File: config.mk
export PLATFORM = sky130hd
export DESIGN_NAME = bfm_apb2apb_bridge_param
export DESIGN_NICKNAME = d
export VERILOG_FILES = /design/src/rtl/bfm_apb_pkg.sv /design/src/rtl/bfm_apb_timeout.sv /design/src/rtl/bfm_apb2apb_bridge_param.sv
export SDC_FILE = /design/constraint.sdc
export NUM_CORES = 1
export LEC_CHECK = 0
export CAP_MARGIN = 20
export CELL_PAD_IN_SITES_DETAIL_PLACEMENT = 1
export CELL_PAD_IN_SITES_GLOBAL_PLACEMENT = 2
export CORE_MARGIN = 5
export CORE_UTILIZATION = 23
export DETAILED_ROUTE_END_ITERATION = 10
export GPL_TIMING_DRIVEN = 0
export PLACE_DENSITY_LB_ADDON = 0.08
export SLEW_MARGIN = 20
export SYNTH_ARGS = -nofsm -noshare
export SYNTH_HDL_FRONTEND = slang
export SYNTH_SLANG_ARGS = --single-unit
File: constraint.sdc
create_clock -name PCLK -period 1.6 [get_ports PCLK]
set_input_delay 0.32 -clock PCLK [delete_from_list [all_inputs] [get_ports PCLK]]
set_output_delay 0.32 -clock PCLK [all_outputs]
set_load 0.05 [all_outputs]
File: src/rtl/bfm_apb_pkg.sv
// Shared types for the BFM APB bridge: FSM state encoding and a clog2 helper.
package bfm_apb_pkg;

  typedef enum logic [1:0] {
    IDLE   = 2'd0,
    SETUP  = 2'd1,
    ACCESS = 2'd2,
    RESP   = 2'd3
  } apb_state_e;

  // Ceiling log2; returns 0 for inputs of 0 or 1.
  function automatic int unsigned clog2(input int unsigned v);
    int unsigned r;
    int unsigned x;
    r = 0;
    x = (v > 0) ? v - 1 : 0;
    while (x > 0) begin
      r++;
      x = x >> 1;
    end
    return r;
  endfunction

endpackage

File: src/rtl/bfm_apb_timeout.sv
// ACCESS-cycle watchdog for the BFM APB bridge; only compiled when
// BFM_APB_BRIDGE_TIMEOUT_EN is defined.
`ifdef BFM_APB_BRIDGE_TIMEOUT_EN
module bfm_apb_timeout
  import bfm_apb_pkg::*;
#(
  parameter int unsigned TIMEOUT_CYCLES = 256
) (
  input  logic clk,
  input  logic rst,
  input  logic clr,
  input  logic en,
  output logic expired_c
);

  localparam int unsigned CNT_W = (clog2(TIMEOUT_CYCLES) > 0) ? clog2(TIMEOUT_CYCLES) : 1;

  logic [CNT_W-1:0] cnt;

  // Counts completed ACCESS cycles; the current cycle is number cnt+1.
  always_ff @(posedge clk) begin
    if (rst || clr) begin
      cnt <= '0;
    end else if (en) begin
      cnt <= cnt + CNT_W'(1);
    end
  end

  assign expired_c = en && (cnt == CNT_W'(TIMEOUT_CYCLES - 1));

endmodule
`endif

File: src/rtl/bfm_apb2apb_bridge_param.sv
// Single-clock APB3 slave-to-master bridge with one-hot slave decode.
// Optional downstream hang protection under BFM_APB_BRIDGE_TIMEOUT_EN.
module bfm_apb2apb_bridge_param
  import bfm_apb_pkg::*;
#(
  parameter int unsigned ADDR_WIDTH     = 32,
  parameter int unsigned DATA_WIDTH     = 32,
  parameter int unsigned NUM_SLAVES     = 16,
  parameter int unsigned SEL_LSB        = 24,
  parameter int unsigned SEL_BITS       = 4,
  parameter int unsigned TIMEOUT_CYCLES = 256,
  parameter int unsigned TPD            = 1
) (
  input  logic                  PCLK,
  input  logic                  PRESET,
  input  logic                  PSEL_PM,
  input  logic [ADDR_WIDTH-1:0] PADDR_PM,
  input  logic                  PWRITE_PM,
  input  logic                  PENABLE_PM,
  input  logic [DATA_WIDTH-1:0] PWDATA_PM,
  output logic [DATA_WIDTH-1:0] PRDATA_PM,
  output logic                  PREADY_PM,
  output logic                  PSLVERR_PM,
  output logic [NUM_SLAVES-1:0] PSEL_SC,
  output logic [ADDR_WIDTH-1:0] PADDR_SC,
  output logic                  PWRITE_SC,
  output logic                  PENABLE_SC,
  output logic [DATA_WIDTH-1:0] PWDATA_SC,
  input  logic [DATA_WIDTH-1:0] PRDATA_SC,
  input  logic                  PREADY_SC,
  input  logic                  PSLVERR_SC
);

  // Elaboration-time parameter sanity; TPD is a bench-side delay and has no RTL effect.
  if (NUM_SLAVES < 1 || 64'(NUM_SLAVES) > (64'd1 << SEL_BITS)) begin : g_chk_slaves
    $error("NUM_SLAVES out of range for SEL_BITS");
  end
  if (SEL_LSB + SEL_BITS > ADDR_WIDTH) begin : g_chk_sel
    $error("slave-index field exceeds ADDR_WIDTH");
  end
  if (TIMEOUT_CYCLES < 1) begin : g_chk_timeout
    $error("TIMEOUT_CYCLES must be at least 1");
  end
  if (TPD > 1000) begin : g_chk_tpd
    $error("TPD unreasonably large");
  end

  apb_state_e state, state_nxt;

  logic [SEL_BITS-1:0]   idx_c;
  logic                  hit_c;
  logic                  timeout_c;

  logic [DATA_WIDTH-1:0] prdata_pm_nxt;
  logic                  pready_pm_nxt;
  logic                  pslverr_pm_nxt;
  logic [NUM_SLAVES-1:0] psel_sc_nxt;
  logic [ADDR_WIDTH-1:0] paddr_sc_nxt;
  logic                  pwrite_sc_nxt;
  logic                  penable_sc_nxt;
  logic [DATA_WIDTH-1:0] pwdata_sc_nxt;

  assign idx_c = PADDR_PM[SEL_LSB +: SEL_BITS];
  assign hit_c = 32'(idx_c) < NUM_SLAVES;

`ifdef BFM_APB_BRIDGE_TIMEOUT_EN
  bfm_apb_timeout #(
    .TIMEOUT_CYCLES(TIMEOUT_CYCLES)
  ) u_timeout (
    .clk      (PCLK),
    .rst      (PRESET),
    .clr      (state != ACCESS),
    .en       (state == ACCESS),
    .expired_c(timeout_c)
  );
`else
  assign timeout_c = 1'b0;
`endif

  // State and output registers.
  always_ff @(posedge PCLK) begin
    if (PRESET) begin
      state      <= IDLE;
      PRDATA_PM  <= '0;
      PREADY_PM  <= 1'b0;
      PSLVERR_PM <= 1'b0;
      PSEL_SC    <= '0;
      PADDR_SC   <= '0;
      PWRITE_SC  <= 1'b0;
      PENABLE_SC <= 1'b0;
      PWDATA_SC  <= '0;
    end else begin
      state      <= state_nxt;
      PRDATA_PM  <= prdata_pm_nxt;
      PREADY_PM  <= pready_pm_nxt;
      PSLVERR_PM <= pslverr_pm_nxt;
      PSEL_SC    <= psel_sc_nxt;
      PADDR_SC   <= paddr_sc_nxt;
      PWRITE_SC  <= pwrite_sc_nxt;
      PENABLE_SC <= penable_sc_nxt;
      PWDATA_SC  <= pwdata_sc_nxt;
    end
  end

  // Next-state and next-output logic; response fields hold between transfers.
  always_comb begin
    state_nxt      = state;
    prdata_pm_nxt  = PRDATA_PM;
    pready_pm_nxt  = 1'b0;
    pslverr_pm_nxt = PSLVERR_PM;
    psel_sc_nxt    = PSEL_SC;
    paddr_sc_nxt   = PADDR_SC;
    pwrite_sc_nxt  = PWRITE_SC;
    penable_sc_nxt = PENABLE_SC;
    pwdata_sc_nxt  = PWDATA_SC;

    case (state)
      IDLE: begin
        if (PSEL_PM && !PENABLE_PM) begin
          if (hit_c) begin
            state_nxt      = SETUP;
            psel_sc_nxt    = NUM_SLAVES'(1) << idx_c;
            paddr_sc_nxt   = PADDR_PM;
            pwrite_sc_nxt  = PWRITE_PM;
            pwdata_sc_nxt  = PWDATA_PM;
            penable_sc_nxt = 1'b0;
          end else begin
            state_nxt      = RESP;
            pready_pm_nxt  = 1'b1;
            pslverr_pm_nxt = 1'b1;
            prdata_pm_nxt  = '0;
          end
        end
      end
      SETUP: begin
        state_nxt      = ACCESS;
        penable_sc_nxt = 1'b1;
      end
      ACCESS: begin
        // A real slave response takes priority over a same-cycle timeout.
        if (PREADY_SC || timeout_c) begin
          state_nxt      = RESP;
          pready_pm_nxt  = 1'b1;
          psel_sc_nxt    = '0;
          paddr_sc_nxt   = '0;
          pwrite_sc_nxt  = 1'b0;
          penable_sc_nxt = 1'b0;
          pwdata_sc_nxt  = '0;
          if (PREADY_SC) begin
            prdata_pm_nxt  = PWRITE_SC ? '0 : PRDATA_SC;
            pslverr_pm_nxt = PSLVERR_SC;
          end else begin
            prdata_pm_nxt  = '0;
            pslverr_pm_nxt = 1'b1;
          end
        end
      end
      RESP: begin
        state_nxt = IDLE;
      end
      default: begin
        state_nxt = IDLE;
      end
    endcase
  end

endmodule

==> impl_results.md <==
* Status: complete, but fails checks
* Failing checks: negative setup slack
* Core box area at 22400 µm²
* Synthesized flop and latch total at 118
* Synth area leaders: dfxtp_1, mux2i_1, or3b_1
* Cell Pwr Density at 2130 nW/µm²
* Nets at 848
* CTS Hold Bufs at 0
* Pleak at 3.47 nW
* Die Wd at 160 µm
* Number of buffers created by CTS at 17
* Met3 Use GR at 5.65%
* Area grow syn2layout at 68.8%
* Via/cell ratio at 4.34
* Post-Place Cells at 979
* Yosys Warn Count at 0
* Startpoint Class: register
* Sequential power share at 23.6%
* Cell row count at 55
* Unrepaired setup endpoints after global routing: true
* HPWL after DPL at 13200 µm
* Layout cell share with drive strength beyond 1 at 28.9%
* Global route overflow at 0
* Switching power at 8.06 mW
* Mapped Cells at 477
* Post-layout power at 18.6 mW
* Via count of the routed design at 4499
* VDD IR-drop max at 745 µV
* Antenna cell count at 0
* Root buf cell: clkbuf_16
* CTS sink count at 118
* Crit path required time at 1.94 ns
* Total die area at 25600 µm²
* Hold Path Class: input pin to register
* First-pass GRT wire length at 28600 µm
* Vias in the first global route at 5073
* Clock Latency Late Sink at 0.42 ns
* Reg2Reg Depth at 8
* Hold Path End: PSEL_SC[15]$_SDFFE_PP0P_
* Syn nets at 586
* I/O Buffers at 217
* Hold WS at 0.338 ns
* Slowest-stage cell, CP: dfxtp_4
* Setup crit end kind: register
* Max Freq at 0.596 GHz
* Final Critical Period at 1.68 ns
* Family with the most delay on the worst path: buffers and inverters
* Area share of the largest cell type after synthesis at 45.6%
* Post-synth cell types at 27
* Final hold vios at 0
* R2r startpoint: state[0]$_SDFFE_PP0P_
* Slowest cell delay on critical path at 0.37 ns
* Crit Path Class: register to register
* Slew Limit Fails at 0
* Fill cells at 2452
* Initial Util at 23.1%
* Worst path depth at 8
* Wire per inst at 17.7 µm
* Total GRT Usage at 14.1%
* Logic pwr share at 56.8%
* Chip Height at 160 µm
* Initial antenna violation count at 1
* Final RePlAce weighted congestion at 0.721
* Worst-path cell chain: inv_6 -> ha_4 -> nor2b_4 -> a211oi_2 -> buf_6 -> buf_12 -> buf_12 -> mux2i_2
* Largest net degree at the start of global routing at 17
* Top cell by count, worst path: buf_12
* Worst path bufs/invs at 4
* Fin worst setup slack at -0.0771 ns
* Clock transition at path regs at 0.06 ns
* Post-route insts no fill at 1037
* Mapped cell area at 5180 µm²
* Hold_sp: PADDR_PM[26]
* Slew @ Worst Pin at 0.559 ns
* Final Util at 39.0%
* Worst EP arrival at 2.01 ns
* Sequential element share of the synthesized area at 45.6%
* DRT Wirelength at 18400 µm
* Placement Cell Area at 7720 µm²
* First-pass DRT Iterations at 4
* Post-route DRC at 0
* Largest area contributor in the netlist: dfxtp_1
* GRT Max-Usage Layer: met2
* Clock power frac at 19.6%
* Mean Syn Cell Area at 10.9 µm²
* DR iter-0 viols at 101
* Clk buf depth at 2
* Multi-input gate area at 2600 µm²
* Top-level I/O count at 219
* Final instance area at 8740 µm²
* Final setup fails at 62
* R2r setup slk at -0.08 ns
* GR Util met1 at 17.3%
* H-tree levels at 4
* CP Max Fanout at 6
* Final TNS setup at -2.41 ns
* M2 GR Usage at 22.7%
* Total area of sequential cells at 2370 µm²
* Slew headroom at 62.8%
* Cell depth of the worst hold path at 3
* Post-route ant nets at 0
* Final Skew at 0.0159 ns
* Reg-to-Reg End: PADDR_SC[8]$_SDFFE_PP0P_
* CTS tree: yes
* Period utilisation layout at 105%
* Post-place setup slack at -0.842 ns
* P_int at 10.6 mW
* Max_cap viols at 0
* Switching part of the total at 43.3%
==> registers in the layout, indices dropped and copies added, names as in the netlist <==
name / count
state: 2
PWRITE_SC: 1
PSLVERR_PM: 1
PADDR_SC: 32
PRDATA_PM: 32
PWDATA_SC: 32
PSEL_SC: 16
PREADY_PM: 1
PENABLE_SC: 1
==> cell usage after synthesis (all sizes together) <==
cell type and n:
nor2 4, nand3 8, buf 17, a211oi 4
dfxtp 118, a21o 1, nand3b 3, or3b 62
nor2b 2, mux2i 83, nor4b 1, nand2 11
and3b 2, a21oi 2, nor3b 3, clkbuf 25
a211o 1, inv 2, nand2b 86, a22o 32
ha 6, nor3 4
==> metal layers <==
metal  vias up  share of wire (%)
met2       132                 47
li1       2212                  -
met1      2134                 44
met5         -              0.071
met4         2                1.4
met3        19                7.2
==> worst max-delay path by stage <==
stage,startpoint,end
floorplan,state[0]$_SDFFE_PP0P_,PSEL_SC[14]$_SDFFE_PP0P_
global placement,PRESET,PWRITE_SC$_SDFFE_PP0P_
detailed placement,PRESET,PADDR_SC[31]$_SDFFE_PP0P_
CTS,state[0]$_SDFFE_PP0P_,PADDR_SC[14]$_SDFFE_PP0P_
global route,state[0]$_SDFFE_PP0P_,PWRITE_SC$_SDFFE_PP0P_
finish,state[0]$_SDFFE_PP0P_,PADDR_SC[8]$_SDFFE_PP0P_
==> cells by family (layout without fill, tap and decap cells) <==
group | count (synthesis) | after routing | share of synthesized area, %
buf+inv | 44 | 319 | 5.46
simple gates | 186 | 186 | 24.8
fa+ha+maj | 6 | 6 | 1.45
compound gates | 40 | 40 | 6.60
mux | 83 | 83 | 16.0
flops | 118 | 118 | 45.6
==> what timing repair did <==
action / in CTS / in global routing
pin swaps: 2 / 7
buffers inserted: 17 / 4
gates cloned: 3 / 5
resized for setup: 365 / 54
setup endpoints to repair: 227 / 139
==> worst reg2reg max path: stages, from the launching register on <==
cell and delay (ns):
dfxtp_4 0.37, inv_6 0.05, ha_4 0.16, nor2b_4 0.13, a211oi_2 0.25, buf_6 0.17, buf_12 0.15, buf_12 0.14
mux2i_2 0.20
==> area by class of cell <==
class / instances / share of cell area (%)
multi-input cells: 315 / 29.7
repair buffers: 244 / 28.5
flip-flops and latches: 118 / 27.1
clock buffers: 18 / 5.02
plain buffers: 41 / 4.09
well taps: 285 / 4.08
clock inverters: 14 / 1.33
inverters: 2 / 0.143
==> power groups by stage <==
| stage | Sequential, mW | Clock (mW) | Combinational [mW] |
|---|---|---|---|
| finish | 4.40 | 3.65 | 10.6 |
| global route | 4.52 | 3.87 | 11.2 |
| CTS | 4.41 | 3.76 | 10.4 |
| detailed placement | 4.42 | 0 | 9.22 |
| global placement | 4.39 | 0 | 9.13 |
| floorplan | 7.29 | 0 | 3.45 |
==> layout by cell type, fill, tap and decap left out, drive strengths merged <==
cell type,synthesis,routed
mux2i,83,83
ha,6,6
dfxtp,118,118
and3b,2,2
clkdlybuf4s18,0,1
nand3,8,8
clkdlybuf4s15,0,88
clkbuf,25,71
a21oi,2,2
a21o,1,1
nand2,11,11
clkinv,0,6
a211o,1,1
clkdlybuf4s50,0,100
nand3b,3,3
inv,2,8
or3b,62,62
a22o,32,32
a211oi,4,4
buf,17,42
nor4b,1,1
nor2b,2,2
nor3b,3,3
nor2,4,4
dlygate4sd2,0,1
clkinvlp,0,2
nand2b,86,86
nor3,4,4
No activity file was read; power rests on OpenSTA's default activity.
